--- src/rtl/reaction_ctrl.sv ---
// rtl/reaction_ctrl.sv - two-player reaction-time tester main sequencer
// Times random waits and reactions on a 1 ms tick and averages 8 trials per player.
module reaction_ctrl #(
  parameter int   WAIT_MIN_MS = 1000,
  parameter logic PLAYER_A    = 1'b1,
  parameter logic PLAYER_B    = 1'b0
) (
  input  logic       clk,
  input  logic       rstn,
  input  logic       tick_1ms,
  input  logic       start_btn,
  input  logic       react_btn_A,
  input  logic       react_btn_B,
  output logic [2:0] machine_state,
  output logic       cur_player,
  output logic [2:0] test_turn_A,
  output logic [2:0] test_turn_B,
  output logic [9:0] avr_react_time_A,
  output logic [9:0] avr_react_time_B,
  output logic [9:0] react_time,
  output logic       stimulus
);

  typedef enum logic [2:0] {
    S_IDLE     = 3'd0,
    S_WAIT     = 3'd1,
    S_CLR_CNT1 = 3'd2,
    S_START    = 3'd3,
    S_STORAGE  = 3'd4,
    S_CLR_CNT2 = 3'd5,
    S_AVERAGE  = 3'd6,
    S_COMPARE  = 3'd7
  } state_t;

  localparam logic [11:0] WAIT_MIN = 12'(WAIT_MIN_MS);
  localparam logic [9:0]  RT_MAX   = 10'd1023;

  state_t      state;
  state_t      next_state;
  logic [12:0] sum_a;
  logic [12:0] sum_b;
  logic [11:0] wait_cnt;
  logic [11:0] wait_tgt;
  logic [7:0]  lfsr;

  logic       is_a;
  logic       react;
  logic [2:0] cur_turn;
  logic       last_turn;
  logic       wait_done;

  logic game_start;
  logic sample_tgt;
  logic wait_inc;
  logic wait_clr;
  logic rt_clr;
  logic rt_inc;
  logic sum_add;
  logic turn_inc;
  logic avr_load;
  logic swap_b;

  // Only the active player's button counts; the other one is ignored everywhere.
  assign is_a          = (cur_player == PLAYER_A);
  assign react         = is_a ? react_btn_A : react_btn_B;
  assign cur_turn      = is_a ? test_turn_A : test_turn_B;
  assign last_turn     = (cur_turn == 3'd7);
  assign wait_done     = tick_1ms && (wait_cnt == wait_tgt - 12'd1);
  assign machine_state = state;

  always_ff @(posedge clk) begin
    if (rstn) begin
      state <= S_IDLE;
    end else begin
      state <= next_state;
    end
  end

  always_comb begin
    next_state = state;
    case (state)
      S_IDLE:     if (start_btn) next_state = S_WAIT;
      S_WAIT: begin
        if (react)          next_state = S_WAIT;
        else if (wait_done) next_state = S_CLR_CNT1;
      end
      S_CLR_CNT1: next_state = S_START;
      S_START:    if (react) next_state = S_STORAGE;
      S_STORAGE:  next_state = S_CLR_CNT2;
      S_CLR_CNT2: next_state = last_turn ? S_AVERAGE : S_WAIT;
      S_AVERAGE: begin
        if (!is_a)          next_state = S_COMPARE;
        else if (start_btn) next_state = S_WAIT;
      end
      S_COMPARE:  if (start_btn) next_state = S_IDLE;
      default:    next_state = S_IDLE;
    endcase
  end

  always_comb begin
    game_start = 1'b0;
    sample_tgt = 1'b0;
    wait_inc   = 1'b0;
    wait_clr   = 1'b0;
    rt_clr     = 1'b0;
    rt_inc     = 1'b0;
    sum_add    = 1'b0;
    turn_inc   = 1'b0;
    avr_load   = 1'b0;
    swap_b     = 1'b0;
    case (state)
      S_IDLE: begin
        game_start = start_btn;
        sample_tgt = start_btn;
      end
      S_WAIT: begin
        sample_tgt = react;
        wait_inc   = tick_1ms && !react;
      end
      S_CLR_CNT1: begin
        rt_clr   = 1'b1;
        wait_clr = 1'b1;
      end
      // A tick coinciding with the press is dropped so the stored value is the pre-tick count.
      S_START:    rt_inc = tick_1ms && !react && (react_time != RT_MAX);
      S_STORAGE:  sum_add = 1'b1;
      S_CLR_CNT2: begin
        rt_clr     = 1'b1;
        turn_inc   = !last_turn;
        sample_tgt = !last_turn;
        avr_load   = last_turn;
      end
      S_AVERAGE: begin
        swap_b     = is_a && start_btn;
        sample_tgt = is_a && start_btn;
      end
      default: ;
    endcase
  end

  always_ff @(posedge clk) begin
    if (rstn) begin
      lfsr     <= 8'h01;
      stimulus <= 1'b0;
      wait_cnt <= 12'd0;
      wait_tgt <= 12'd0;
    end else begin
      lfsr     <= {lfsr[6:0], lfsr[7] ^ lfsr[5] ^ lfsr[4] ^ lfsr[3]};
      stimulus <= (next_state == S_START);
      if (sample_tgt) begin
        wait_tgt <= WAIT_MIN + {2'b00, lfsr, 2'b00};
        wait_cnt <= 12'd0;
      end else if (wait_clr) begin
        wait_cnt <= 12'd0;
      end else if (wait_inc) begin
        wait_cnt <= wait_cnt + 12'd1;
      end
    end
  end

  always_ff @(posedge clk) begin
    if (rstn) begin
      react_time <= 10'd0;
    end else if (rt_clr) begin
      react_time <= 10'd0;
    end else if (rt_inc) begin
      react_time <= react_time + 10'd1;
    end
  end

  // Per-player results; cleared only when a new game leaves IDLE.
  always_ff @(posedge clk) begin
    if (rstn) begin
      cur_player       <= PLAYER_A;
      sum_a            <= 13'd0;
      sum_b            <= 13'd0;
      test_turn_A      <= 3'd0;
      test_turn_B      <= 3'd0;
      avr_react_time_A <= 10'd0;
      avr_react_time_B <= 10'd0;
    end else begin
      if (game_start) begin
        cur_player       <= PLAYER_A;
        sum_a            <= 13'd0;
        sum_b            <= 13'd0;
        test_turn_A      <= 3'd0;
        test_turn_B      <= 3'd0;
        avr_react_time_A <= 10'd0;
        avr_react_time_B <= 10'd0;
      end
      if (swap_b) begin
        cur_player <= PLAYER_B;
      end
      if (sum_add) begin
        if (is_a) sum_a <= sum_a + {3'b000, react_time};
        else      sum_b <= sum_b + {3'b000, react_time};
      end
      if (turn_inc) begin
        if (is_a) test_turn_A <= test_turn_A + 3'd1;
        else      test_turn_B <= test_turn_B + 3'd1;
      end
      if (avr_load) begin
        if (is_a) avr_react_time_A <= sum_a[12:3];
        else      avr_react_time_B <= sum_b[12:3];
      end
    end
  end

endmodule

--- config.mk ---
export PLATFORM = sky130hd
export DESIGN_NAME = reaction_ctrl
export DESIGN_NICKNAME = d
export VERILOG_FILES = /design/src/rtl/reaction_ctrl.sv
export SDC_FILE = /design/constraint.sdc
export NUM_CORES = 1
export LEC_CHECK = 0
export ABC_AREA = 1
export ABC_CLOCK_PERIOD_IN_PS = 5080
export CAP_MARGIN = 20
export CORE_ASPECT_RATIO = 1.4
export CORE_MARGIN = 3
export CORE_UTILIZATION = 49
export DETAILED_ROUTE_END_ITERATION = 7
export PLACE_DENSITY = 0.8
export SYNTH_ARGS = -nofsm -noshare
export SYNTH_HDL_FRONTEND = slang
export SYNTH_SLANG_ARGS = --single-unit
--- constraint.sdc ---
create_clock -name clk -period 5.08 [get_ports clk]
set_input_delay 1.016 -clock clk [delete_from_list [all_inputs] [get_ports clk]]
set_output_delay 1.016 -clock clk [all_outputs]
set_load 0.01 [all_outputs]
==> results.md, run 1 <==
* Post-CTS sizing at 0
* Drt wl/cell at 13.5 um
* CTS Hold Buffers Added at 0
* Worst-Skew Late Latency at 0.35 ns
* GR Overflow Total at 0
* Clock sinks at 96
* Clock root cell: clkbuf_16
* Post-synthesis simple-gate area fraction at 30.8%
* Worst Hold Slack at 0.446 ns
* Dpl hpwl at 9.60 mm
* Max Cap Viol at 0
* Core Area at 11000 um2
* GR Util All Layers at 21.7%
* Clock Path Buffers at 2
* Die W at 95.9 um
* Design Power at 1.60 mW
* CTS tree: yes
* Fin. Hold Viols at 0
* Pins Over Slew Limit at 0
* Setup TNS at 0 ns
* Worst setup EP type: output pin
* Die ar. at 12700 um2
* Die height at 132 um
* Syn Nets at 841
* Worst slew margin at 30.5%
* CP Cell Sequence: clkdlybuf4s50_1
* Vias in the first global route at 4943
* CP Max Fanout at 19
* Final setup vio count at 0
* Initial antenna violation count at 0
* ANT nets after route at 0
* Compound-Gate Fraction of Synth Area at 14.6%
* Io pins at 47
* Leakage power at 2.70 nW
* Outcome: complete, no violations
* Finished Layout Cells at 987
* Hold Crit Depth at 2
* Clock-pin slew on the worst setup and hold paths at 0.07 ns
* First-pass GRT wire length at 22.3 mm
* Yosys warns at 0
* Kind of critical path: reg -> out
* CP required at 4.06 ns
* Least-Margin Pin Slew at 1.04 ns
* Drt total wl at 13.4 mm
* Post-synthesis mux area share at 0%
* F_max at 343 MHz
* Worst vdd ir at 0.170 mV
* Fin Clk Skew at 0.00417 ns
* Final min period at 2.92 ns
* Most used DFF post-synth: dfxtp_1
* Main combinational cell family by area after synthesis: simple AND/OR/NAND/NOR gates
* CTS buffer count at 9
* CP bufs+invs at 1
* Nets at 875
* CP max stage cell: dfxtp_1
* Buffers on Ports at 46
* Layout cell share with drive strength beyond 1 at 6.03%
* Via count at 5276
* # placed instances at 971
* Yosys reg bits at 96
* Hold Startpoint: lfsr[0]
* Worst path top cell family by delay: flip-flops
* Post-CTS Setup Inserts at 0
* Routed vias/inst at 5.35
* Dpl cell area at 6070 um2
* Pre-CTS setup slack at 2.02 ns
* Post-layout instance area at 6360 um2
* Largest net degree at the start of global routing at 46
* Reg2reg start: cur_player
* Mapped cell area at 5550 um2
* Final Worst Setup Slack at 2.16 ns
* Util after Layout at 57.9%
* Reg2Reg Depth at 11
* CP Launch Type: flop
* Hold/Removal Path Class: reg -> reg
* Register area share after synthesis at 34.6%
* CP max stage delay at 0.88 ns
* Initial cell density of the core at 50.5%
* Post-Synth XOR/XNOR Area at 4.26%
* Area added between synthesis and finish at 14.6%
* Arrival @ worst endpoint at 1.90 ns
* Reg-to-reg endpoint: react_time[5]
* Power Density at 251 nW/um2
* N_diodes at 0
* Async set-reset flop share out of synthesis at 0%
* Syn Inst Count at 807
* Drt pass-1 iters at 4
* Cell Rows at 45
* Worst R2R Setup Slack at 2.47 ns
* Distinct cells, synth at 44
* GP Congestion at 0.852
* Syn_area_per_cell at 6.87 um2
* H-tree levels at 3
* RSZ-0062 raised after global routing: no
* Post-synth EDFFs at 0
* Drt drc at 0
* Post-Synth Adder-Cell Area at 6.59%
* Hold Crit Endpoint: lfsr[1]
* Initial DRC Count at 320
* Final period util at 57.5%
==> cells in the final DEF, fill, tap and decap left out, types with 14 or more instances in the layout <==
cell type,Yosys,layout
clkdlybuf4s50_1,0,45
a21oi_1,87,87
nand3_1,75,74
nand2_1,187,187
ha_1,26,26
dfxtp_1,96,96
inv_1,90,90
o21ai_0,52,52
xor2_1,19,19
nor2_1,66,66
nor3_1,14,14
==> cell usage after synthesis (5+ instances only) <==
master	n	area share, %
nor2_4	5	1.0
inv_1	90	6.1
inv_2	6	0.41
nand2_2	5	0.56
nand3_1	75	6.8
a21oi_1	87	7.8
ha_1	26	5.9
nor2_1	66	4.5
buf_2	6	0.54
nor3_1	14	1.3
dfxtp_1	96	35
xor2_1	19	3.0
buf_1	5	0.34
xnor2_1	8	1.3
clkbuf_1	9	0.61
o21ai_0	52	4.7
nand2_1	187	13
==> where the power goes <==
part           switching [mW]  internal, mW  total (mW)
Sequential             0.0174         0.765       0.783
Combinational          0.0972        0.0465       0.144
Clock                   0.291         0.381       0.672
Total                   0.406          1.19        1.60
==> worst max path at each step <==
stage,slack [ns],endpoint,cells after the start,startpoint
after floorplan,3.04,wait_cnt[11],10,react_btn_A
after detailed placement,2.02,sum_b[11],7,start_btn
after global routing,2.07,cur_player,1,cur_player
final,2.16,cur_player,1,cur_player
after CTS,2.15,cur_player,1,cur_player
after global placement,2.07,sum_b[12],7,start_btn
==> kinds of logic (layout without fill, tap and decap cells) <==
logic type,Yosys count,after routing
compound gates,154,154
buf+inv,123,162
simple gates,379,379
flops,96,96
fa+ha+maj,28,28
xor+xnor,27,27
==> routing by layer <==
metal  vias to the layer above  GRT usage (%)  part of all wire (%)
li1                       2708              -                     -
met1                      2408           24.2                    41
met2                       123           38.3                    51
met3                        37           4.74                   5.2
met4                         0           10.1                   3.0
met5                         -              0                     0
==> final cells by class <==
| class | count | area, um2 |
|---|---|---|
| timing repair buffer | 48 | 470 |
| multi-input combinational | 588 | 3130 |
| tap | 141 | 176 |
| fill | 1016 | 4620 |
| clock inverter | 5 | 57.6 |
| sequential | 96 | 1920 |
| inverter | 98 | 373 |
| clock buffer | 11 | 233 |
==> registers in the layout (all words and copies together), names as in the netlist <==
register / flops
avr_react_time_A: 10
avr_react_time_B: 10
cur_player: 1
lfsr: 8
machine_state: 3
react_time: 10
stimulus: 1
sum_a: 13
sum_b: 13
test_turn_A: 3
test_turn_B: 3
wait_cnt: 12
wait_tgt: 9
Note: power is estimated with default switching activity, not from simulation.
==> inputs of run 2 (changes only) <==
Settings changed: ABC_CLOCK_PERIOD_IN_PS 5080 to 2800.
Clock period 5.08 ns to 2.8 ns, I/O delays scaled along.
==> run 2 against run 1 <==
Global-route usage decreased by 0.062 points. Setup slack got worse by 1.6 ns. Cell count increased by 0.30%. Sequential share of layout area decreased by 0.053 points. Clock power increased by 68%. Core utilization increased by 0.10 points. Worst hold slack got worse by 0.016 ns. Via count decreased by 0.27%. Sequential power increased by 80%. Non-clock buffer count increased by 3. Count of clock-buffer cells in the layout increased by 1. Combinational power increased by 90%. Largest power group unchanged.
==> results.md, run 2 (synthesis results as in run 1) <==
* Outcome: complete, no violations
* CP max stage cell: clkdlybuf4s50_1
* CTS buffer count at 9
* Finished Layout Cells at 990
* Clock-pin slew on the worst setup and hold paths at 0.06 ns
* Reg power frac at 50.2%
* Cell Rows at 45
* Area added between synthesis and finish at 14.8%
* Most used routing layer: met2
* Most frequent cells in the layout: 187 x nand2_1, 96 x dfxtp_1, 90 x inv_1, 87 x a21oi_1, 74 x nand3_1
* N_diodes at 0
* CP Max Fanout at 14
* First-pass GRT wire length at 22.0 mm
* Die W at 95.9 um
* Worst setup EP type: output pin
* WP depth at 2
* ANT nets after route at 0
* Post-CTS sizing at 0
* Max Cap Viol at 0
* Dpl hpwl at 9.69 mm
* Final setup vio count at 0
* # placed instances at 974
* Fin. Hold Viols at 0
* Met1 global-route usage at 25.5%
* Routed vias/inst at 5.32
* Initial antenna violation count at 0
* H-tree levels at 3
* Initial DRC Count at 306
* Largest net degree at the start of global routing at 48
* Reg2Reg Depth at 10
* Final period util at 79.7%
* Worst-Skew Late Latency at 0.35 ns
* Hold/Removal Path Class: reg -> reg
* Initial cell density of the core at 50.5%
* Hold Crit Depth at 2
* Clock root cell: clkbuf_16
* Least-Margin Pin Slew at 0.758 ns
* Drt pass-1 iters at 5
* Clock Path Buffers at 2
* Power Density at 442 nW/um2
* GR Overflow Total at 0
* Layout cell share with drive strength beyond 1 at 6.36%
* CP Cell Sequence: buf_4, clkdlybuf4s50_1
* Routing usage on met3 at 3.20%
* Drt wl/cell at 13.4 um
* Setup TNS at 0 ns
* Pins Over Slew Limit at 0
* CP bufs+invs at 2
* Core Area at 11000 um2
* Die ar. at 12700 um2
* Gate power share at 9.7%
* Io pins at 47
* Clock sinks at 96
* Drt drc at 0
* Leakage power at 2.72 nW
* Via count at 5262
* Clock power share at 40.1%
* Die height at 132 um
* Final min period at 2.23 ns
* Post-CTS Setup Inserts at 0
* Buffers on Ports at 46
* Net Sw Frac at 25.5%
* M2 GR Usage at 37.9%
* CP required at 2.24 ns
* Design Power at 2.82 mW
* Worst slew margin at 49.4%
* CP max stage delay at 0.57 ns
* CTS Hold Buffers Added at 0
* Worst path top cell family by delay: buffers and inverters
* Vias in the first global route at 4878
* Most common cell after layout, fill and taps aside: nand2_1
* F_max at 448 MHz
* GP Congestion at 0.913
* GR Util All Layers at 21.7%
* Fin Clk Skew at 0.00506 ns
* CTS tree: yes
* RSZ-0062 raised after global routing: no
* Arrival @ worst endpoint at 1.67 ns
* P_sw at 0.718 mW
* Nets at 878
* CP Launch Type: flop
* Largest regs: sum_a (13), sum_b (13), wait_cnt (12)
* Worst vdd ir at 0.302 mV
* Internal power at 2.10 mW
* Kind of critical path: reg -> out
* Drt total wl at 13.3 mm
==> run 2: cell types whose count changed in the layout (fill, tap and decap cells not counted) <==
| cell | delta |
|---|---|
| clkinv_2 | +3 |
| clkinvlp_4 | -3 |
| buf_4 | +2 |
| bufinv_16 | -1 |
| clkbuf_8 | +1 |
| buf_12 | +1 |
==> run 2: tightest hold or removal path: cells and delay by family (launching register included) <==
family	cells	cell delay [ns]
and+or+nand+nor	1	0.04
buffers and inverters	1	0.06
DFF	1	0.30
==> run 2: worst paths after layout <==
kind,from,end,slack [ns]
worst min-delay path,lfsr[0],lfsr[1],0.43
worst max-delay path,cur_player,cur_player,0.57
worst min register to register,lfsr[0],lfsr[1],0.43
worst max register to register,react_time[1],sum_b[8],0.68
==> run 2: metal layers <==
layer,wire length (um),part of all wire [%]
met3,475,3.6
met1,5600,42
met2,6810,51
met5,0,0
met4,404,3.0
==> run 2: per-stage QoR <==
step	util, %	setup slack, ns	hold WS, ns	instance area (um2)
2_1_floorplan	-	0.891	0.410	5550
3_3_place_gp	55.6	0.477	0.423	6100
3_5_place_dp	55.6	0.436	0.425	6100
4_1_cts	58.0	0.555	0.434	6370
5_1_grt	58.0	0.472	0.470	6370
6_report	58.0	0.568	0.430	6370
==> run 2: final cells by class <==
class                      count  area [um2]
timing repair buffer          51         505
inverter                      98         373
fill                        1047        4610
clock inverter                 4        20.0
tap                          141         176
sequential                    96        1920
multi-input combinational    588        3130
clock buffer                  12         246
==> run 2: power groups by stage <==
stage | clock network, mW | registers (mW) | logic (mW)
2_1_floorplan | 0 | 1.44 | 0.216
3_5_place_dp | 0 | 1.44 | 0.272
5_1_grt | 1.20 | 1.42 | 0.311
6_report | 1.13 | 1.41 | 0.273
3_3_place_gp | 0 | 1.44 | 0.269
4_1_cts | 1.16 | 1.41 | 0.274
==> inputs of run 3 (changes only) <==
Settings changed: ABC_CLOCK_PERIOD_IN_PS 2800 to 2160.
Clock period 2.8 ns to 2.16 ns, I/O delays scaled along.
==> run 3 against run 2 <==
Count of clock-buffer cells in the layout is the same. First-iteration DRC count is 20% higher. Non-clock buffer count is 18 higher. Clock skew rose by 0.0067 ns. Final area increased by 2.9%.
==> results.md, run 3 (synthesis results as in run 1) <==
* Outcome: complete, no violations
* Nets at 896
* Leakage power at 2.82 nW
* Finished Layout Cells at 1008
* Setup TNS at 0 ns
* Dpl hpwl at 10.2 mm
* Reg2reg start: react_time[0]
* CP Cell Sequence: ha_1, inv_1, fa_1, o21ai_2, nand2_1, inv_1, nand3_1, nand2_1, xor2_1, o21ai_0, inv_1
* CP required at 2.39 ns
* Pins Over Slew Limit at 0
* Fin Clk Skew at 0.0118 ns
* CTS buffer count at 9
* Worst setup EP type: flop
* Critical Path Start: react_time[0]
* CP Max Fanout at 3
* First-pass GRT wire length at 23.3 mm
* Drt drc at 0
* Fill cells at 1021
* Clock sinks at 96
* Largest net degree at the start of global routing at 33
* Hold/Removal Path Class: reg -> reg
* Initial DRC Count at 368
* Clock-pin slew on the worst setup and hold paths at 0.06 ns
* Arrival @ worst endpoint at 2.21 ns
* Worst slew margin at 68.2%
* Die height at 132 um
* GR Util All Layers at 22.7%
* CP max stage cell: fa_1
* Worst path top cell family by delay: adder cells
* Drt total wl at 13.9 mm
* Pre-CTS setup slack at 0.0400 ns
* GP Congestion at 0.914
* CP max stage delay at 0.43 ns
* ANT nets after route at 0
* CTS tree: yes
* Cell mode on critical path: inv_1
* Largest regs: sum_a (13), sum_b (13), wait_cnt (12)
* Final setup vio count at 0
* Via count at 5464
* CTS Hold Buffers Added at 0
* Die ar. at 12700 um2
* Routed vias/inst at 5.42
* Clock root cell: clkbuf_16
* Vias in the first global route at 5266
* Max Cap Viol at 0
* Io pins at 47
* Layout cell share with drive strength beyond 1 at 8.54%
* Final Worst Setup Slack at 0.178 ns
* Drt wl/cell at 13.8 um
* Die W at 95.9 um
* CP bufs+invs at 3
* GR Overflow Total at 0
* Buffers on Ports at 46
* Most common cell after layout, fill and taps aside: nand2_1
* Worst Hold Slack at 0.437 ns
* Core Area at 11000 um2
* Most frequent cells in the layout: 187 x nand2_1, 95 x dfxtp_1, 90 x inv_1, 87 x a21oi_1, 74 x nand3_1
* Cell Rows at 45
* Area added between synthesis and finish at 18.2%
* RSZ-0062 raised after global routing: no
* Util after Layout at 59.7%
* Power Density at 587 nW/um2
* # placed instances at 992
* CP Launch Type: flop
* Initial cell density of the core at 50.5%
* Hold Startpoint: lfsr[0]
* N_diodes at 0
* Kind of critical path: reg -> reg
* Initial antenna violation count at 0
* Final period util at 91.8%
* F_max at 505 MHz
* Worst-Skew Late Latency at 0.35 ns
* Fin. Hold Viols at 0
* Final min period at 1.98 ns
* Least-Margin Pin Slew at 0.477 ns
* H-tree levels at 3
* Worst vdd ir at 0.398 mV
* Drt pass-1 iters at 5
* Clock Path Buffers at 2
-- run 3: area by class of cell --
| class | count | area, um2 | area share, % |
|---|---|---|---|
| inverter | 98 | 373 | 5.69 |
| clock inverter | 4 | 53.8 | 0.821 |
| multi-input combinational | 588 | 3130 | 47.7 |
| sequential | 96 | 1920 | 29.3 |
| tap | 141 | 176 | 2.69 |
| clock buffer | 12 | 246 | 3.76 |
| timing repair buffer | 69 | 653 | 9.96 |
-- run 3: report_power, final --
part | internal (mW) | switching (mW) | leakage (nW) | total [mW]
sequential | 1.80 | 0.0348 | 0.777 | 1.84
clock | 0.933 | 0.695 | 0.139 | 1.63
combinational | 0.133 | 0.256 | 1.91 | 0.388
-- run 3: layer usage --
layer / track usage, % / wire, um / up-vias
met2: 40.3 / 7220 / 129
met4: 11.8 / 631 / 0
met5: 0 / 0 / -
met3: 3.03 / 463 / 53
met1: 25.6 / 5570 / 2521
li1: - / - / 2761
-- run 3: repair_timing --
item | in CTS | in global routing
setup endpoints to repair | 0 | 3
setup buffers | 0 | 0
gates resized for setup | 0 | 3
-- run 3: metrics by stage --
stage / total power, mW / instance area [um2]
after floorplan: 2.14 / 5550
after global placement: 2.25 / 6250
after detailed placement: 2.26 / 6250
after CTS: 3.87 / 6550
after global routing: 4.00 / 6560
final: 3.85 / 6560
-- run 3: worst paths after layout --
kind                                  to  slack (ns)  cells past startpoint
worst min-delay path             lfsr[1]        0.44                      2
worst min register to register   lfsr[1]        0.44                      2
worst max-delay path            sum_b[8]        0.18                     11
worst max register to register  sum_b[8]        0.18                     11
-- run 3: worst min-delay path: cells and delay by family (launching register included) --
family | cells | cell delay (ns)
buffers and inverters | 1 | 0.06
AND/OR/NAND/NOR | 1 | 0.04
flip-flops | 1 | 0.30
